$ cat config.mk
export PLATFORM = sky130hd
export DESIGN_NAME = ifu_fetch_buffer
export DESIGN_NICKNAME = d
export VERILOG_FILES = /design/src/rtl/ifu_pkg.sv /design/src/rtl/ifu_inst_fifo.sv /design/src/rtl/ifu_fetch_buffer.sv
export SDC_FILE = /design/constraint.sdc
export NUM_CORES = 1
export LEC_CHECK = 0
export ABC_AREA = 1
export CORE_MARGIN = 3
export CORE_UTILIZATION = 44
export CTS_BUF_LIST = sky130_fd_sc_hd__clkbuf_2
export CTS_CLUSTER_SIZE = 40
export DETAILED_ROUTE_END_ITERATION = 8
export PLACE_DENSITY = 0.66
export SETUP_SLACK_MARGIN = 0.2
export SLEW_MARGIN = 25
export SYNTH_ARGS = -nofsm -noshare
export SYNTH_HDL_FRONTEND = slang
export SYNTH_SLANG_ARGS = --single-unit
$ cat constraint.sdc
create_clock -name clk -period 29.5 [get_ports clk]
set_input_delay 5.9 -clock clk [delete_from_list [all_inputs] [get_ports clk]]
set_output_delay 5.9 -clock clk [all_outputs]
set_load 0.01 [all_outputs]
$ cat src/rtl/ifu_pkg.sv
// ifu_pkg: shared types and constants for the instruction fetch unit
package ifu_pkg;
  localparam int INST_W = 32;
  localparam logic [63:0] RESET_PC_DEF = 64'h8000_0000;
  typedef enum logic [1:0] {ST_REQ, ST_WAIT, ST_DRAIN, ST_DROP} fetch_state_e;
  function automatic int line_off_w(input int bus_w);
    return $clog2(bus_w / 8);
  endfunction
endpackage

$ cat src/rtl/ifu_inst_fifo.sv
// ifu_inst_fifo: circular instruction FIFO with flush and zeroed head when empty
module ifu_inst_fifo #(
  parameter int DEPTH = 4,
  parameter int W = 96
) (
  input  logic         clk,
  input  logic         reset,
  input  logic         flush,
  input  logic         push,
  input  logic [W-1:0] push_data,
  input  logic         pop,
  output logic         full,
  output logic         empty,
  output logic [W-1:0] head
);
  localparam int AW = $clog2(DEPTH);
  logic [AW:0] wr_q, wr_d, rd_q, rd_d;
  logic [W-1:0] mem_q [DEPTH];
  logic do_push, do_pop;
  always_comb begin
    empty = wr_q == rd_q;
    full = (wr_q[AW] != rd_q[AW]) && (wr_q[AW-1:0] == rd_q[AW-1:0]);
    do_pop = pop && !empty;
    do_push = push && (!full || do_pop);
    wr_d = flush ? '0 : wr_q + (AW+1)'(do_push);
    rd_d = flush ? '0 : rd_q + (AW+1)'(do_pop);
    head = empty ? '0 : mem_q[rd_q[AW-1:0]];
  end
  always_ff @(posedge clk) begin
    if (!reset) begin
      wr_q <= '0;
      rd_q <= '0;
    end else begin
      wr_q <= wr_d;
      rd_q <= rd_d;
    end
    if (do_push && !flush) mem_q[wr_q[AW-1:0]] <= push_data;
  end
endmodule

$ cat src/rtl/ifu_fetch_buffer.sv
// ifu_fetch_buffer: line-based instruction fetch feeding decode through a FIFO,
// with redirect that flushes and discards any in-flight line.
module ifu_fetch_buffer
  import ifu_pkg::*;
#(
  parameter int ADDR_W = 64,
  parameter int BUS_W = 64,
  parameter int DEPTH = 4,
  parameter logic [ADDR_W-1:0] RESET_PC = ADDR_W'(RESET_PC_DEF)
) (
  input  logic              clk,
  input  logic              reset,
  output logic              mem_req_valid,
  input  logic              mem_req_ready,
  output logic [ADDR_W-1:0] mem_req_addr,
  input  logic              mem_resp_valid,
  input  logic [BUS_W-1:0]  mem_resp_data,
  input  logic              redirect_valid,
  input  logic [ADDR_W-1:0] redirect_pc,
  output logic              inst_valid,
  input  logic              inst_ready,
  output logic [INST_W-1:0] inst,
  output logic [ADDR_W-1:0] inst_pc
);
  localparam int OFF = line_off_w(BUS_W);
  localparam logic [ADDR_W-1:0] LINE_MASK = ADDR_W'(BUS_W / 8 - 1);
  fetch_state_e state_q, state_d;
  logic [ADDR_W-1:0] fetch_pc_q, fetch_pc_d;
  logic [BUS_W-1:0] line_q, line_d;
  logic [OFF-3:0] idx;
  logic push, full, empty, outstanding;
  logic [INST_W+ADDR_W-1:0] push_data, head;
  always_comb begin
    idx = fetch_pc_q[OFF-1:2];
    push = state_q == ST_DRAIN && (!full || (inst_ready && !empty));
    push_data = {line_q[INST_W*int'(idx) +: INST_W], fetch_pc_q};
    // a response still owed by memory must be swallowed before refetching
    outstanding = (state_q == ST_WAIT || state_q == ST_DROP) && !mem_resp_valid;
    state_d = state_q;
    fetch_pc_d = fetch_pc_q;
    line_d = line_q;
    if (redirect_valid) begin
      fetch_pc_d = redirect_pc & ~ADDR_W'(3);
      state_d = (outstanding || (state_q == ST_REQ && mem_req_ready)) ? ST_DROP : ST_REQ;
    end else begin
      unique case (state_q)
        ST_REQ: state_d = mem_req_ready ? ST_WAIT : ST_REQ;
        ST_WAIT: begin
          line_d = mem_resp_valid ? mem_resp_data : line_q;
          state_d = mem_resp_valid ? ST_DRAIN : ST_WAIT;
        end
        ST_DRAIN: begin
          fetch_pc_d = push ? fetch_pc_q + ADDR_W'(4) : fetch_pc_q;
          state_d = (push && &idx) ? ST_REQ : ST_DRAIN;
        end
        default: state_d = mem_resp_valid ? ST_REQ : ST_DROP;
      endcase
    end
    mem_req_valid = reset && state_q == ST_REQ;
    mem_req_addr = reset ? fetch_pc_q & ~LINE_MASK : '0;
    inst_valid = reset && !empty;
    {inst, inst_pc} = head;
  end
  always_ff @(posedge clk) begin
    if (!reset) begin
      state_q <= ST_REQ;
      fetch_pc_q <= RESET_PC;
      line_q <= '0;
    end else begin
      state_q <= state_d;
      fetch_pc_q <= fetch_pc_d;
      line_q <= line_d;
    end
  end
  ifu_inst_fifo #(.DEPTH(DEPTH), .W(INST_W + ADDR_W)) u_fifo (
    .clk(clk),
    .reset(reset),
    .flush(redirect_valid),
    .push(push),
    .push_data(push_data),
    .pop(inst_ready),
    .full(full),
    .empty(empty),
    .head(head)
  );
endmodule

==> results, run 1 <==
- The run finished with clean final reports.
- The number of hold buffers added after CTS was 0.
- Setup slack on the worst reg-to-reg path comes out at 25960 ps.
- For this run, asynchronously set or reset flops after synthesis account for 0.
- The HPWL after detailed placement is approximately 42 mm.
- The count of flip-flops with a built-in enable after synthesis is approximately 380.
- The starting utilization of the core area is 0.447.
- The startpoint identified for the worst hold timing path is line_q[21]$_SDFFE_PN0P_.
- The post-synthesis sequential area ratio is 0.605.
- Entering global routing, the biggest net connects 100 pins.
- The detail route stage leaves a number of antenna-violating nets equal to 0.
- The upper clock frequency limit is about 0.07 GHz.
- Dividing total power by cell area gives a power density of 50.3 nW/um2.
- The worst setup path is launched from an input port.
- Counting the fill cells in the layout gives ~4800.
- For this block, the initial DRC count from the detailed router was roughly 1400.
- The count of maximum capacitance violations is 0.
- The post-route DRC violation count is 0.
- In this run the worst path has a maximum fanout of a little under 70.
- Summed over all cells, the static leakage comes to approximately 11 nW.
- Traced cell by cell, the critical path runs through buf_4, clkinv_2, nor3_1, clkdlybuf4s50_1.
- At the worst endpoint, the required time is 23600 ps.
- The worst-case vdd ir drop is 0.0223 mV.
- Setup repair after global routing left no endpoint under its margin.
- In the routed layout, each cell is associated on average with a via count of a little over 5.
- The setup total negative slack is 0 ps.
- The number of buffers inserted during clock tree synthesis is 120.
- Counting instances, the worst hold path has a depth of 2.
- In the finished design, the share of the clock period the worst path needs comes to 0.480.
- The first global-routing pass estimated about 100 mm of wire.
- The number of distinct library cells after synthesis is 36.
- The count of pins over their slew limit was 0.
- The routed length per instance is about 18 um.
- The worst pin sits at a relative slew slack of 0.324.
- The clock transition at the registers of the reported paths is approximately 90 ps.
- Of the total synthesized cell area, the portion taken by XOR and XNOR cells is 0.0118.
- The share of layout cells above drive strength 1 is 0.0974.
- Of the total synthesized cell area, the portion taken by AND, OR, NAND and NOR gates is 0.220.
- The detailed-route via count is 18800.
- The transition time at the pin with the least slew margin is 1010 ps.
- The floorplan step defined a core boundary enclosing 51600 um2.
- The worst reg2reg path endpoint is u_fifo.mem_q[0][31]$_DFFE_PP_.
- The die covers approximately 55000 um2.
- The share of synthesized area spent on multiplexers is 0.
- The clock passes through at most 3 buffers.
- The post-synthesis compound-gate area fraction is 0.0940.
- Counting every sink on the clock net gives 510.
- The chip height is between 200 and 250 um.
- STA classifies the critical path endpoint as an output port.
- The instance count of the mapped netlist is approximately 2500.
- The worst register-to-register path begins at u_fifo.rd_q[1]$_SDFF_PP0_.
- After routing the design area is between 20000 and 30000 um2.
- The most common flop cell mapped by yosys is sky130_fd_sc_hd__edfxtp_1.
- In this run, synthesis produced a sequential element count of slightly above 500.
- The minimum period implied by the final worst setup slack is 14170 ps.
- The cell area after synthesis is 23100 um2.
- The first detailed-routing pass ran for 5 iterations.
- Global routing finished with a remaining overflow of 0.
- The data arrival time of the critical path is 8270 ps.
- The initialized floorplan defines between 80 and 90 standard-cell rows.
- The net count of the finished layout is slightly below 3000.
- On the worst path, the slowest cell contributes a delay of 830 ps.
- Routability-driven placement finished with a final weighted congestion of ~0.91.
- The start-to-end type of the worst setup path is in -> out.
- The CTS tree is done.
- The final hold violation count is 0.
- The via count of the first global-routing pass was 18500.
- Gates resized during post-CTS repair numbered 0.
- The clock arrives with approximately 70 ps of skew.
- The number of synthesis warnings is 0.
- Setup violations remaining at the end of the flow were counted as 0.
- The overall routed net length is 66.1 mm.
- The cell count of the worst reg-to-reg path is 8.
- The worst min-delay path endpoint is line_q[21]$_SDFFE_PN0P_.
- The total setup buffers inserted after CTS is 0.
- For this design, the slowest cell found on the critical path is sky130_fd_sc_hd__clkinv_2.
- Clock tree synthesis selected as its root buffer the cell sky130_fd_sc_hd__clkbuf_2.
- Relative to the synthesized area, the layout overhead comes to 19.4%.
- During I/O placement, the number of pins put on the boundary was 296.
- The aggregate global-route resource usage is 0.234.
- The min-delay analysis places its worst path in the category reg -> reg.
- The clock insertion delay at the later pin of the skew report is approximately 1100 ps.
- The average instance in the mapped netlist occupies roughly 9.1 um2.
- The CTS H-tree depth is 3.
- After synthesis, the largest family of logic cells by area is simple AND/OR/NAND/NOR gates.
- The number of antenna violations at the first check in global routing is 11.
- From left edge to right edge, the die measures about 240 um.
- The total placed instance area is roughly 26000 um2.
- In this run the tool buffered the top-level ports with 288 buffer cells.
- Of the total synthesized cell area, the portion taken by full adders, half adders and majority gates is 0.00271.
metal layers:
metal | track usage | up-vias | routed length (um)
li1 | - | 9064 | -
met4 | 0.101 | 8 | 2210
met1 | 0.313 | 8940 | 28900
met3 | 0.0442 | 133 | 4000
met2 | 0.375 | 638 | 31000
met5 | 0 | - | 54
cell type report:
class,count,area (um2),area share
Tap cell,680,851,0.0309
Multi-Input combinational cell,1658,7640,0.277
Clock inverter,50,253,0.00917
Timing Repair Buffer,310,3060,0.111
Inverter,231,875,0.0317
Clock buffer,176,881,0.0320
Antenna cell,7,17.5,0.000636
Sequential cell,510,14000,0.507
worst max-delay path: cells and delay by family:
kind                   cells  cell delay [ps]
buffers and inverters      3             1980
and+or+nand+nor            1              360
worst max path at each step:
stage,endpoint,cells after the start,from
2_1_floorplan,u_fifo.mem_q[2][10]$_DFFE_PP_,6,inst_ready
3_3_place_gp,mem_req_valid,4,reset
3_5_place_dp,mem_req_valid,4,reset
4_1_cts,mem_req_valid,4,reset
5_1_grt,mem_req_valid,4,reset
6_report,mem_req_valid,4,reset
where the power goes:
part	internal, mW	switching, mW	leakage [nW]
Combinational	0.0537	0.0701	5.60
Sequential	0.786	0.0208	4.41
Clock	0.179	0.277	0.863
cells in the mapped netlist (4+ instances only):
master,number,area share
sky130_fd_sc_hd__a21oi_1,46,0.010
sky130_fd_sc_hd__a21oi_2,9,0.0034
sky130_fd_sc_hd__a31oi_1,9,0.0024
sky130_fd_sc_hd__buf_1,6,0.00098
sky130_fd_sc_hd__buf_2,34,0.0074
sky130_fd_sc_hd__buf_4,15,0.0049
sky130_fd_sc_hd__clkbuf_1,85,0.014
sky130_fd_sc_hd__dfxtp_1,134,0.12
sky130_fd_sc_hd__edfxtp_1,376,0.49
sky130_fd_sc_hd__ha_1,5,0.0027
sky130_fd_sc_hd__inv_1,223,0.036
sky130_fd_sc_hd__inv_2,8,0.0013
sky130_fd_sc_hd__nand2_1,562,0.091
sky130_fd_sc_hd__nand2_2,15,0.0041
sky130_fd_sc_hd__nand3_1,81,0.018
sky130_fd_sc_hd__nand4_1,14,0.0038
sky130_fd_sc_hd__nor2_1,553,0.090
sky130_fd_sc_hd__nor2_2,21,0.0057
sky130_fd_sc_hd__nor3_1,10,0.0022
sky130_fd_sc_hd__o21ai_0,185,0.040
sky130_fd_sc_hd__o21bai_1,4,0.0013
sky130_fd_sc_hd__o32ai_1,94,0.036
sky130_fd_sc_hd__xnor2_1,18,0.0068
sky130_fd_sc_hd__xor2_1,13,0.0049
cell families after synthesis:
family          after synthesis
flops                       510
fa+ha+maj                     5
buf+inv                     373
other cells                   1
xor+xnor                     31
compound gates              350
simple gates               1267
layout by cell type, fill, tap and decap left out, types with 2 or more instances in the layout:
cell type and instances:
sky130_fd_sc_hd__a21oi_1 46, sky130_fd_sc_hd__a21oi_2 9, sky130_fd_sc_hd__a31oi_1 9, sky130_fd_sc_hd__buf_4 21, sky130_fd_sc_hd__bufinv_16 2, sky130_fd_sc_hd__clkbuf_2 176
sky130_fd_sc_hd__clkdlybuf4s50_1 286, sky130_fd_sc_hd__clkinv_1 36, sky130_fd_sc_hd__clkinv_2 12, sky130_fd_sc_hd__conb_1 5, sky130_fd_sc_hd__dfxtp_1 132, sky130_fd_sc_hd__dfxtp_4 2
sky130_fd_sc_hd__diode_2 7, sky130_fd_sc_hd__edfxtp_1 376, sky130_fd_sc_hd__ha_1 5, sky130_fd_sc_hd__inv_1 221, sky130_fd_sc_hd__inv_2 9, sky130_fd_sc_hd__nand2_1 561
sky130_fd_sc_hd__nand2_2 15, sky130_fd_sc_hd__nand2_4 2, sky130_fd_sc_hd__nand3_1 81, sky130_fd_sc_hd__nand3_2 3, sky130_fd_sc_hd__nand4_1 14, sky130_fd_sc_hd__nor2_1 553
sky130_fd_sc_hd__nor2_2 20, sky130_fd_sc_hd__nor2_4 4, sky130_fd_sc_hd__nor3_1 6, sky130_fd_sc_hd__nor3_2 4, sky130_fd_sc_hd__o21ai_0 185, sky130_fd_sc_hd__o21bai_1 4
sky130_fd_sc_hd__o32ai_1 94, sky130_fd_sc_hd__xnor2_1 18, sky130_fd_sc_hd__xor2_1 13
sequential cells by signal, indices dropped and copies added, names as in the netlist:
| signal | cells |
|---|---|
| u_fifo.wr_q | 3 |
| line_q | 64 |
| u_fifo.mem_q | 376 |
| fetch_pc_q | 62 |
| state_q | 2 |
| u_fifo.rd_q | 3 |
metrics by stage:
stage | instances | power [mW] | hold slack (ps) | setup slack [ps] | utilization
final | 3622 | 1.39 | 472 | 15330 | 0.534
after floorplan | 2541 | 0.883 | 424 | 16120 | -
after global routing | 3622 | 1.46 | 487 | 15080 | 0.534
after global placement | 3388 | 0.945 | 440 | 15690 | 0.511
after CTS | 3614 | 1.40 | 473 | 15660 | 0.533
after detailed placement | 3388 | 0.948 | 458 | 15660 | 0.511
(Power assumes the default switching activity.)
==> run 2: changes to the inputs <==
Settings changed: PLACE_DENSITY 0.66 to 0.68.
Clock period 29.5 ns to 12.2 ns, I/O delays scaled along.
==> results, run 2 (synthesis results as in run 1) <==
- The worst hold path class is reg -> reg.
- The overall routed net length is 66.0 mm (-0.13%).
- Leaving out fill and tap cells, the most frequent cell in the layout is sky130_fd_sc_hd__nand2_1.
- The worst endpoint required time is 9760 ps (-13840 ps).
- Dividing the final minimum period by the clock period gives 0.611.
- The final hold violation count is 0 (unchanged).
- The number of buffers on the longest clock path is 3 (unchanged).
- The global route total overflow is 0 (unchanged).
- The slowest stage cell on the critical path is sky130_fd_sc_hd__clkinv_2.
- STA classifies the critical path startpoint as an input port.
- The die width is 235 um (unchanged).
- The chip height is 235 um (unchanged).
- The via count normalized by instance count is 5.18 (-0.17%).
- The count of cells along the worst hold path came to 2 (unchanged).
- The clock transition at the registers of the reported paths was 90 ps (about the same).
- The critical-path maximum fanout is 62 (-10%).
- The total setup buffers inserted after CTS is 0 (unchanged).
- The aggregate global-route resource usage came to 0.235 (+0.000354).
- The count of endpoints failing setup in the final report is 0 (unchanged).
- The number of flip-flops in the largest register came to 376 (unchanged).
- The nature of the critical path endpoint is an output port.
- The detailed-route via count is 18800 (+0.13%).
- The number of ports placed on the die boundary is 296 (unchanged).
- The slack of the worst reg-to-reg path is 8160 ps (-17800 ps).
- The number of buffers inserted during clock tree synthesis is 134 (+12%).
- The setup total negative slack is 0 ps (unchanged).
- The remaining number of nets flagged by the antenna check after routing is 0 (unchanged).
- The overall power of the completed layout is 3.46 mW (+150%).
- The DRC violation total after the first TritonRoute iteration is 1374 (+0.59%).
- The share of layout cells above drive strength 1 came to 0.104 (+0.00635).
- The flow ran to the end, and the final reports show no timing, DRC or antenna violations.
- The routed length per instance is 18.2 um (-0.43%).
- The row count is 83 (unchanged).
- The startpoint of the most critical hold path is line_q[21]$_SDFFE_PN0P_.
- In the layout the commonest cells are 561 x sky130_fd_sc_hd__nand2_1, 553 x sky130_fd_sc_hd__nor2_1, 376 x sky130_fd_sc_hd__edfxtp_1.
- The die area was 55300 um2 (unchanged).
- The clock insertion delay at the later pin of the skew report is 1300 ps (+170 ps).
- The final RePlAce weighted congestion is 0.903 (-0.89%).
- The clock tree skew after final layout was 118 ps (+50.1 ps).
- The layout net count is 2981 (+0.37%).
- The signal on the critical path passes through buf_4, clkinv_2, nor3_1, clkdlybuf4s50_1.
- The normalized max-slew margin is 0.356 (+0.0321).
- The largest net degree at the start of global routing is 107 (+7.0%).
- The worst hold path terminates at line_q[21]$_SDFFE_PN0P_.
- The CTS H-tree depth is 4 (+1).
- The startpoint identified for the worst register-to-register timing path is u_fifo.rd_q[0]$_SDFF_PP0_.
- The transition time at the pin with the least slew margin is 966 ps (-48.1 ps).
- The starting utilization of the core area was 0.447 (unchanged).
- The core occupancy in the finished layout came to 0.536 (+0.00201).
- The minimum period implied by the final worst setup slack is between 7000 and 8000 ps.
- The CTS tree is done.
- The data arrival time of the critical path is 5020 ps (-3250 ps).
- The critical path is of the in -> out type.
- The minimum hold slack is 475 ps (+3.22 ps).
- The hold buffer count at CTS is 0 (unchanged).
- The highest cell delay on the worst timing path is 930 ps (+100 ps).
- Setup repair after global routing left no endpoint under its margin.
- The number of antenna violations at the first check in global routing came to 6 (-5).
- The number of sinks driven by the clock tree is 510 (unchanged).
- The count of maximum capacitance violations came to 0 (unchanged).
- The detailed-placement wirelength estimate came to 42.4 mm (about the same).
- The cell count of the worst reg-to-reg path is 9 (+1).
- The count of pins over their slew limit came to 0 (unchanged).
- The post-route DRC violation count is 0 (unchanged).
- The static power due to leakage is 10.9 nW (+0.41%).
- Compared with the post-synthesis result, the final layout area differs by 19.8%.
- The number of port buffers is 288 (unchanged).
- The via count of the first global-routing pass is 18300 (-0.95%).
- The total iterations of the first detailed-routing run is 5 (unchanged).
- The worst reg2reg path endpoint is u_fifo.mem_q[1][41]$_DFFE_PP_.
- The wire length of the first global-routing pass came to 102 mm (-0.73%).
- The upper clock frequency limit is roughly 0.13 GHz.
- The cell chosen for the clock root is sky130_fd_sc_hd__clkbuf_2.
- The power density over cell area is 125 nW/um2 (+150%).
- The worst-case vdd ir drop is 0.0594 mV (+170%).
- The core area is 51600 um2 (unchanged).
- The number of resized instances in the post-cts repair step is 0 (unchanged).
==> run 2: metrics by stage <==
step | setup WS [ps] | cell area [um2] | instances
global placement | 5170 | 26400 | 3386
floorplan | 2280 | 23100 | 2541
finish | 4740 | 27700 | 3633
CTS | 4830 | 27600 | 3628
detailed placement | 5120 | 26400 | 3386
global route | 4540 | 27700 | 3632
==> run 2: cell type report <==
cell class	count	area (um2)
diodes	5	12.5
clock buffers	190	951
clock inverters	52	330
fillers	4765	23900
inverters	231	875
multi-input cells	1658	7640
flip-flops and latches	510	14000
well taps	680	851
repair buffers	307	3030
==> run 2: how the worst max path moves through the flow <==
stage	from	end	slack (ps)	cells after the start
5_1_grt	reset	mem_req_valid	4540	4
2_1_floorplan	inst_ready	u_fifo.mem_q[2][10]$_DFFE_PP_	2280	6
3_3_place_gp	reset	mem_req_valid	5170	4
4_1_cts	u_fifo.rd_q[0]$_SDFF_PP0_	inst_pc[3]	4830	7
6_report	reset	mem_req_valid	4740	4
3_5_place_dp	reset	mem_req_valid	5120	4
==> run 2: power breakdown <==
| part | internal, mW | switching (mW) |
|---|---|---|
| registers | 1.90 | 0.0535 |
| clock network | 0.493 | 0.715 |
| logic | 0.129 | 0.166 |
==> run 2: worst max-delay path, delay by kind of cell <==
family        cells  cell delay [ps]
simple gates      1              390
buf+inv           3             2130
==> run 2: layer usage <==
| layer | part of all wire | track usage | vias to the layer above |
|---|---|---|---|
| met4 | 0.026 | 0.0894 | 2 |
| met1 | 0.43 | 0.307 | 8988 |
| met2 | 0.48 | 0.380 | 621 |
| met3 | 0.062 | 0.0550 | 102 |
| met5 | 0.00020 | 0 | - |
| li1 | - | - | 9095 |
==> run 3: changes to the inputs <==
Clock period 12.2 ns to 6.2 ns, I/O delays scaled along.
==> results, run 3 (synthesis results as in run 1) <==
- The remaining number of nets flagged by the antenna check after routing is 0 (unchanged).
- The cell chosen for the clock root is sky130_fd_sc_hd__clkbuf_2.
- The core occupancy in the finished layout came to 0.534 (-0.00157).
- The slack of the worst reg-to-reg path is 3160 ps (-5000 ps).
- The overall power of the completed layout is 6.62 mW (+91%).
- The flow ran to the end, and the final reports show no timing, DRC or antenna violations.
- The via count of the first global-routing pass came to 18200 (-0.73%).
- The static power due to leakage is 10.9 nW (-0.23%).
- The DRC violation total after the first TritonRoute iteration was 1281 (-6.8%).
- The number of antenna violations at the first check in global routing is 9 (+3).
- The share of layout cells above drive strength 1 is 0.0994 (-0.00438).
- The net switching power is 1.75 mW (+87%).
- The chip height is 235 um (unchanged).
- The number of port buffers came to 288 (unchanged).
- The count of cells along the worst hold path came to 2 (unchanged).
- The layout net count is 2970 (-0.37%).
- The setup total negative slack came to 0 ps (unchanged).
- Setup repair after global routing left no endpoint under its margin.
- TritonCTS built the clock tree.
- The number of buffers on the longest clock path came to 3 (unchanged).
- The via count normalized by instance count is 5.16 (-0.25%).
- The post-route DRC violation count came to 0 (unchanged).
- The area growth from synthesis to layout is 19.5%.
- The endpoint identified for the worst register-to-register timing path is u_fifo.mem_q[3][93]$_DFFE_PP_.
- The row count was 83 (unchanged).
- The cell count of the worst reg-to-reg path is 8 (-1).
- The number of sinks driven by the clock tree came to 510 (unchanged).
- The final hold violation count came to 0 (unchanged).
- The global-route met1 utilization was 0.305 (-0.00254).
- The largest net degree at the start of global routing is 97 (-9.3%).
- The CTS H-tree depth was 3 (-1).
- The total iterations of the first detailed-routing run was 6 (+1).
- The clock network power share came to 0.331 (-0.018).
- The wire length of the first global-routing pass came to 101 mm (-0.90%).
- The worst-case vdd ir drop is 0.113 mV (+90%).
- In the layout the commonest cells are 561 x sky130_fd_sc_hd__nand2_1, 553 x sky130_fd_sc_hd__nor2_1, 376 x sky130_fd_sc_hd__edfxtp_1.
- The die width is 235 um (unchanged).
- The detailed-placement wirelength estimate was 42.7 mm (+0.75%).
- The critical-path maximum fanout is 81 (+31%).
- The number of flip-flops in the largest register is 376 (unchanged).
- The overall routed net length is 65.5 mm (-0.82%).
- The routed length per instance is 18.1 um (-0.57%).
- The leading cell type in the layout, fill and taps excluded is sky130_fd_sc_hd__nand2_1.
- The startpoint of the most critical hold path is line_q[29]$_SDFFE_PN0P_.
- The die area is 55300 um2 (unchanged).
- The count of pins over their slew limit came to 0 (unchanged).
- For hold timing, the worst endpoint is line_q[29]$_SDFFE_PN0P_.
- The normalized max-slew margin came to 0.386 (+0.0305).
- The met3 routing resource usage after global routing is 0.0432 (-0.0119).
- The total placed instance area was 26400 um2 (+0.18%).
- The power density over cell area is 240 nW/um2 (+92%).
- The data arrival time of the critical path is 4010 ps (-1010 ps).
- The aggregate global-route resource usage came to 0.232 (-0.00266).
- The global route total overflow is 0 (unchanged).
- The met2 demand-to-capacity share in global routing is 0.380 (about the same).
- The clock transition at the registers of the reported paths is 110 ps (+20 ps).
- The count of maximum capacitance violations was 0 (unchanged).
- The worst path needs ~5200 ps of the cycle, external delays included.
- The internal power component is 4.87 mW (+93%).
- The total setup buffers inserted after CTS is 0 (unchanged).
- The start-to-end type of the worst setup path is reg -> out.
- The transition time at the pin with the least slew margin is 921 ps (-45.8 ps).
- The number of ports placed on the die boundary was 296 (unchanged).
- The final RePlAce weighted congestion is 0.893 (-1.0%).
- The count of fill cells added during filler insertion is 4700 (-1.4%).
- The number of resized instances in the post-cts repair step came to 0 (unchanged).
- The startpoint type of the worst setup path is a register.
- The core area is 51600 um2 (unchanged).
- The clock insertion delay at the later pin of the skew report came to 1160 ps (-140 ps).
- The starting utilization of the core area is 0.447 (unchanged).
- The hold buffer count at CTS was 0 (unchanged).
- The worst hold path class is reg -> reg.
- STA classifies the critical path endpoint as an output port.
- The detailed-route via count is 18700 (-0.50%).
- The highest-utilization routing layer at the global route stage is met2.
- The upper clock frequency limit is about 0.19 GHz.
- The proportion of total power due to net switching came to 0.264 (-0.00632).
- The combinational cell fraction of total power is 0.089 (+0.004).
- Of the available clock period, the critical path in the final layout requires 0.847.
- The number of buffers inserted during clock tree synthesis is 120 (-10%).
- The part of the total power dissipated in sequential elements is 0.580 (+0.015).
- The post-route cell area came to 27600 um2 (-0.29%).
- The clock tree skew after final layout is 67.4 ps (-51.0 ps).
- The worst endpoint required time was 4960 ps (-4800 ps).
- The count of endpoints failing setup in the final report is 0 (unchanged).
- The reg-to-reg critical path startpoint is u_fifo.wr_q[2]$_SDFF_PP0_.
[run 3: changes by cell type in the layout (fill, tap and decap cells not counted)]
| cell | previous run | this run |
|---|---|---|
| sky130_fd_sc_hd__buf_12 | 0 | 2 |
| sky130_fd_sc_hd__inv_2 | 8 | 11 |
| sky130_fd_sc_hd__bufinv_16 | 3 | 2 |
| sky130_fd_sc_hd__clkbuf_2 | 190 | 182 |
| sky130_fd_sc_hd__clkinv_4 | 4 | 0 |
| sky130_fd_sc_hd__buf_4 | 18 | 21 |
| sky130_fd_sc_hd__diode_2 | 5 | 7 |
| sky130_fd_sc_hd__clkinvlp_4 | 7 | 0 |
| sky130_fd_sc_hd__nand2_8 | 1 | 2 |
| sky130_fd_sc_hd__clkinv_1 | 29 | 32 |
| sky130_fd_sc_hd__buf_6 | 2 | 0 |
| sky130_fd_sc_hd__nand2_4 | 2 | 1 |
[run 3: metal layers]
metal  wire, um  part of all wire
met5         27           0.00041
met4       1810             0.028
met3       4410             0.067
met2      31300              0.48
met1      27900              0.43
[run 3: critical path: stages, from the launching register on]
cell and delay (ps):
sky130_fd_sc_hd__dfxtp_4 570, sky130_fd_sc_hd__buf_4 680, sky130_fd_sc_hd__nor2_1 140, sky130_fd_sc_hd__o32ai_1 720, sky130_fd_sc_hd__nand2_1 100, sky130_fd_sc_hd__inv_1 80, sky130_fd_sc_hd__clkdlybuf4s50_1 530
[run 3: final cells by class]
type / instances / area (um2) / share of cell area
diodes: 7 / 17.5 / 0.000635
multi-input cells: 1658 / 7650 / 0.277
well taps: 680 / 851 / 0.0308
repair buffers: 310 / 3070 / 0.111
clock inverters: 46 / 236 / 0.00857
flip-flops and latches: 510 / 14000 / 0.507
clock buffers: 182 / 911 / 0.0330
inverters: 231 / 873 / 0.0317
[run 3: how the worst max path moves through the flow]
| stage | slack, ps | endpoint | start |
|---|---|---|---|
| detailed placement | 1970 | inst_valid | reset |
| global placement | 1960 | inst_valid | reset |
| floorplan | -2520 | u_fifo.mem_q[2][10]$_DFFE_PP_ | inst_ready |
| CTS | 710 | inst[31] | u_fifo.rd_q[0]$_SDFF_PP0_ |
| finish | 950 | inst[31] | u_fifo.rd_q[0]$_SDFF_PP0_ |
| global route | 690 | inst[31] | u_fifo.rd_q[0]$_SDFF_PP0_ |
[run 3: per-stage QoR]
stage	worst slack, ps	cells	hold WS (ps)
floorplan	-2520	2541	424
global placement	1960	3389	439
detailed placement	1970	3389	461
CTS	709	3617	474
global route	689	3624	510
finish	951	3624	475
[run 3: power groups by stage]
stage | clock, mW | combinational (mW) | sequential [mW]
after floorplan | 0 | 0.320 | 3.88
after detailed placement | 0 | 0.592 | 3.92
after global routing | 2.44 | 0.647 | 3.85
final | 2.19 | 0.589 | 3.84
after global placement | 0 | 0.585 | 3.91
after CTS | 2.25 | 0.595 | 3.84
